$ cat config.mk
export PLATFORM = sky130hd
export DESIGN_NAME = pixel_array_ctrl
export DESIGN_NICKNAME = d
export VERILOG_FILES = /design/src/rtl/pixel_array_ctrl.sv
export SDC_FILE = /design/constraint.sdc
export NUM_CORES = 1
export LEC_CHECK = 0
export ABC_AREA = 1
export CORE_ASPECT_RATIO = 1.5
export CORE_MARGIN = 4
export CORE_UTILIZATION = 51
export DETAILED_ROUTE_END_ITERATION = 16
export PLACE_DENSITY = 0.78
export SYNTH_ARGS = -nofsm -noshare
export SYNTH_HDL_FRONTEND = slang
export SYNTH_SLANG_ARGS = --single-unit
export TNS_END_PERCENT = 1
$ cat constraint.sdc
create_clock -name i_Clock -period 1.97 [get_ports i_Clock]
set_clock_uncertainty 0.05 [all_clocks]
set_input_delay 0.2955 -clock i_Clock [delete_from_list [all_inputs] [get_ports i_Clock]]
set_output_delay 0.2955 -clock i_Clock [all_outputs]
set_load 0.02 [all_outputs]
$ cat src/rtl/pixel_array_ctrl.sv
// Exposure/readout sequencer for the photodiode pixel array.
// Runs erase -> exposure -> row-by-row readout and drives the active-low row
// enables and the ADC convert strobe. Supports abort and continuous capture.
module pixel_array_ctrl #(
  parameter int unsigned N_ROWS     = 2,
  parameter int unsigned EXP_W      = 5,
  parameter int unsigned ADC_CYCLES = 1,
  parameter int unsigned ERASE_MIN  = 2,
  localparam int unsigned ROW_W     = (N_ROWS > 1) ? $clog2(N_ROWS) : 1
) (
  input  logic              i_Clock,
  input  logic              i_Reset_n,
  input  logic              i_Init,
  input  logic [EXP_W-1:0]  i_Exp_Time,
  input  logic              i_Continuous,
  input  logic              i_Abort,
  output logic [N_ROWS-1:0] o_NRE,
  output logic              o_ADC,
  output logic              o_Expose,
  output logic              o_Erase,
  output logic [1:0]        o_Main_FSM,
  output logic [ROW_W-1:0]  o_Row,
  output logic              o_Busy,
  output logic              o_Done
);

  localparam int unsigned ADC_W   = $clog2(ADC_CYCLES + 1);
  localparam int unsigned ERASE_W = $clog2(ERASE_MIN + 1);

  typedef enum logic [1:0] {
    ST_IDLE     = 2'b00,
    ST_EXPOSURE = 2'b01,
    ST_READOUT  = 2'b10
  } state_t;

  typedef enum logic [1:0] {
    PH_SELECT  = 2'b00,
    PH_CONVERT = 2'b01,
    PH_GAP     = 2'b10
  } phase_t;

  state_t              state_q, state_d;
  phase_t              phase_q, phase_d;
  logic [ROW_W-1:0]    row_q, row_d;
  logic [ADC_W-1:0]    adc_cnt_q, adc_cnt_d;
  logic [EXP_W-1:0]    exp_cnt_q, exp_cnt_d;
  logic [ERASE_W-1:0]  erase_cnt_q, erase_cnt_d;
  logic [ERASE_W-1:0]  erase_inc;

  logic [N_ROWS-1:0]   nre_q, nre_d;
  logic                adc_q, adc_d;
  logic                expose_q, expose_d;
  logic                erase_q, erase_d;
  logic                busy_q, busy_d;
  logic                done_q, done_d;

  // Next-state, counter and registered-output decode
  always_comb begin
    state_d     = state_q;
    phase_d     = phase_q;
    row_d       = row_q;
    adc_cnt_d   = adc_cnt_q;
    exp_cnt_d   = exp_cnt_q;
    erase_cnt_d = '0;
    done_d      = 1'b0;
    erase_inc   = (erase_cnt_q >= ERASE_W'(ERASE_MIN)) ? erase_cnt_q
                                                       : erase_cnt_q + ERASE_W'(1);

    case (state_q)
      ST_IDLE: begin
        // The current IDLE cycle counts toward the erase minimum
        erase_cnt_d = erase_inc;
        if ((erase_inc == ERASE_W'(ERASE_MIN)) && (i_Init || i_Continuous)) begin
          state_d   = ST_EXPOSURE;
          // Counter holds remaining cycles minus one; zero exposure acts as one
          exp_cnt_d = (i_Exp_Time == '0) ? '0 : i_Exp_Time - EXP_W'(1);
        end
      end

      ST_EXPOSURE: begin
        if (i_Abort) begin
          state_d = ST_IDLE;
        end else if (exp_cnt_q == '0) begin
          state_d = ST_READOUT;
          phase_d = PH_SELECT;
          row_d   = '0;
        end else begin
          exp_cnt_d = exp_cnt_q - EXP_W'(1);
        end
      end

      ST_READOUT: begin
        if (i_Abort) begin
          state_d = ST_IDLE;
        end else begin
          case (phase_q)
            PH_SELECT: begin
              phase_d   = PH_CONVERT;
              adc_cnt_d = ADC_W'(ADC_CYCLES - 1);
            end
            PH_CONVERT: begin
              if (adc_cnt_q == '0) begin
                phase_d = PH_GAP;
              end else begin
                adc_cnt_d = adc_cnt_q - ADC_W'(1);
              end
            end
            PH_GAP: begin
              if (row_q == ROW_W'(N_ROWS - 1)) begin
                state_d = ST_IDLE;
                done_d  = 1'b1;
              end else begin
                row_d   = row_q + ROW_W'(1);
                phase_d = PH_SELECT;
              end
            end
            default: phase_d = PH_SELECT;
          endcase
        end
      end

      default: state_d = ST_IDLE;
    endcase

    // Row index reads as zero outside readout
    if (state_d != ST_READOUT) begin
      row_d   = '0;
      phase_d = PH_SELECT;
    end

    nre_d = '1;
    if ((state_d == ST_READOUT) && (phase_d != PH_GAP)) begin
      for (int unsigned k = 0; k < N_ROWS; k++) begin
        if (row_d == ROW_W'(k)) begin
          nre_d[k] = 1'b0;
        end
      end
    end
    adc_d    = (state_d == ST_READOUT) && (phase_d == PH_CONVERT);
    expose_d = (state_d == ST_EXPOSURE);
    erase_d  = (state_d == ST_IDLE);
    busy_d   = (state_d != ST_IDLE);
  end

  // State, counters and output registers with synchronous active-low reset
  always_ff @(posedge i_Clock) begin
    if (!i_Reset_n) begin
      state_q     <= ST_IDLE;
      phase_q     <= PH_SELECT;
      row_q       <= '0;
      adc_cnt_q   <= '0;
      exp_cnt_q   <= '0;
      erase_cnt_q <= '0;
      nre_q       <= '1;
      adc_q       <= 1'b0;
      expose_q    <= 1'b0;
      erase_q     <= 1'b1;
      busy_q      <= 1'b0;
      done_q      <= 1'b0;
    end else begin
      state_q     <= state_d;
      phase_q     <= phase_d;
      row_q       <= row_d;
      adc_cnt_q   <= adc_cnt_d;
      exp_cnt_q   <= exp_cnt_d;
      erase_cnt_q <= erase_cnt_d;
      nre_q       <= nre_d;
      adc_q       <= adc_d;
      expose_q    <= expose_d;
      erase_q     <= erase_d;
      busy_q      <= busy_d;
      done_q      <= done_d;
    end
  end

  assign o_NRE      = nre_q;
  assign o_ADC      = adc_q;
  assign o_Expose   = expose_q;
  assign o_Erase    = erase_q;
  assign o_Main_FSM = state_q;
  assign o_Row      = row_q;
  assign o_Busy     = busy_q;
  assign o_Done     = done_q;

endmodule

==> flow_summary.ini <==
[layout]
area_growth_pct = 23.0
multi_input_area_um2 = 614
fin_nets = 199
layout-drive-gt1-share_pct = 13.3
ff_latch_area_um2 = 380
fillers = 189
final_cells = 202
diodes = 0

[detailed_routing]
wirelength_um = 2160
vias = 1012
drcViolationCount = 0
wire_per_inst_um = 10.7
ant_nets = 0
first_iter_violations = 36
firstDrtPassIters = 4
drt-vias-per-instance = 5.01

[synthesis]
synthMuxAreaShare_pct = 0
synth_top_family_by_area = simple AND/OR/NAND/NOR gates
synth_nets = 174
synth_compound_area_share_pct = 7.52
netlist.area_leader.share_pct = 34.6
yosysMostFrequentCell = nand2_1
synth_seq_cells = 19
synth-async-reset-ratio_pct = 0
seq_area_frac_synth_pct = 34.6
netlist_area_mm2 = 0.00110
avgSynthCellArea_um2 = 7.04
synth_warnings = 0
yosysTopAreaCell = dfxtp_1
yosysUniqueCellTypes = 23
synthTopCellsByCount = nand2_1 (36), nor2_1 (22), inv_1 (21)
yosys.area_share.simple_pct = 36.9
synth-edff-count = 0
yosys-top-cells-area = dfxtp_1 (35%), nand2_1 (12%), ha_1 (9.1%)
synth_xor_area_share_pct = 2.39
synth_flop_cell = dfxtp_1
synthAdderAreaFrac_pct = 9.11
netlist_instances = 156

[sta]
clock.fmax_mhz = 587
period_share_pct = 86.5
setup_viol_count_final = 0
slew_violations = 0
tns_ps = 0
layout_min_cycle_time_ps = 1700
rsz0062_at_grt = no
finalHoldViolCount = 0
slew_headroom_pct = 73.1
tightestPinTransition_ps = 399

[pwr]
power.density_mw_per_mm2 = 1200
worst_ir_drop_vdd_mv = 0.837
power_frac_seq_pct = 32.4
p_leak_nw = 0.642
clkPwrFrac_pct = 12.5
switching_share_pct = 44.9
intPower_uw = 896
p_sw_uw = 730
combPwrFrac_pct = 55.1

[setup_path]
endpoint_kind = output port
worst_path_largest_cell_delay_ps = 630
cp_top_family = buffers and inverters
path_buf_inv = 1
slowest_stage = clkdlybuf4s50_1
worst_setup_path_start_kind = flip-flop
reg2regPathDepth = 8
critPathMaxFanout = 5
cp.depth = 1
crit_arrival_ps = 1360
crit_type = flip-flop to output port
worstPathRequired_ps = 1620
crit_path_cell_trace = clkdlybuf4s50_1

[clock_tree]
htreeDepth = 1
postCtsHoldBufs = 0
clock_path_buffers = 2
cts-resized-gates = 0
clk_latency_ps = 300
cts_tree = done
cts-root-buf = clkbuf_4
post_cts_buffers = 0
numCtsBuffers = 3
path_clk_slew_ps = 120
cts.sinks = 19

[global_route]
grt_start_max_net_pins = 12
grt_pass1_vias = 1042
grt_pass1_wl_um = 3780
grt_use_total_pct = 16.7
grt_antenna_before_repair = 0
grt_overflow = 0

[die]
fp.coreArea_mm2 = 0.00205
fp.dieW_um = 45.9
row_count = 20
fp.dieArea_mm2 = 0.00298
ioPinCount = 20
initial_core_util_pct = 53.5
die_h_um = 64.8

[hold_path]
holdPathStages = 2
hp-class = flip-flop to flip-flop

[run]
maxCapViolCount = 0

[place]
dp.cells = 198
place.gp.congestion = 0.858
dpl.hpwl_um = 1770
port_buffers = 19

[status]
status = finished, final reports clean
## stage by stage
step	util, %	worst slack, ps	instance area, µm²	power, mW	hold WS (ps)
floorplan	-	408	1100	1.20	384
global placement	64.5	197	1320	1.39	431
detailed placement	64.5	102	1320	1.43	442
CTS	65.9	258	1350	1.64	459
global route	65.9	172	1350	1.79	498
finish	65.9	266	1350	1.63	459
## registers in the layout, summed over array words and instances (netlist names), 2 cells and up
name,count
exp_cnt_q,5
erase_cnt_q,2
phase_q,2
o_NRE,2
o_Main_FSM,2
## cell families (layout without fill, tap and decap cells)
kind of cell,after synthesis,after routing
AO/OA/AOI/OAI,16,16
adder cells (fa/ha/maj),8,8
XOR/XNOR,3,3
flip-flops,19,19
AND/OR/NAND/NOR,83,83
buffers and inverters,27,51
## worst reg2reg max path, cell delays in order, from the launching register on
cell	delay [ps]
dfxtp_1	430
inv_1	110
ha_1	250
inv_1	200
nand2_1	70
nand2_1	110
nor2_4	60
o21ai_0	220
nor2_1	70
## power by group through the flow
stage                     clock, mW  sequential (mW)  combinational, mW
final                         0.203            0.526              0.897
after global routing          0.229            0.536               1.02
after CTS                     0.208            0.527              0.902
after detailed placement          0            0.536              0.895
after global placement            0            0.534              0.859
after floorplan                   0            0.571              0.632
## layout by cell type (no fill, tap or decap), types with 3 or more instances in the layout
cell type        netlist  final
ha_1                   8      8
nand2_1               36     36
inv_1                 21     21
o21ai_0               10     10
nor2_1                22     22
clkdlybuf4s50_1        0     19
a21oi_1                3      3
clkbuf_4               0      3
nor2_4                 4      4
dfxtp_1               19     19
inv_2                  5      5
nand3_1                8      8
nand2_2                3      3
## metal layers
layer / wire length (µm) / part of all wire (%) / GRT usage (%)
met5: 0 / 0 / 0
met4: 58 / 2.7 / 7.12
met3: 91 / 4.2 / 3.33
met2: 1130 / 52 / 31.4
met1: 876 / 41 / 16.1
## area by class of cell
type / instances / share of cell area, %
inverters: 27 / 7.69
well taps: 22 / 2.04
multi-input cells: 110 / 45.5
clock inverters: 1 / 0.370
repair buffers: 20 / 14.6
clock buffers: 3 / 1.67
flip-flops and latches: 19 / 28.1
## worst paths after layout
check | start | to | slack [ps]
min reg2reg | exp_cnt_q[4] | exp_cnt_q[4] | 460
max reg2reg | o_Main_FSM[1] | exp_cnt_q[2] | 300
min | exp_cnt_q[4] | exp_cnt_q[4] | 460
max | o_Main_FSM[1] | o_Main_FSM[1] | 270
No activity file was read; power rests on OpenSTA's default activity.
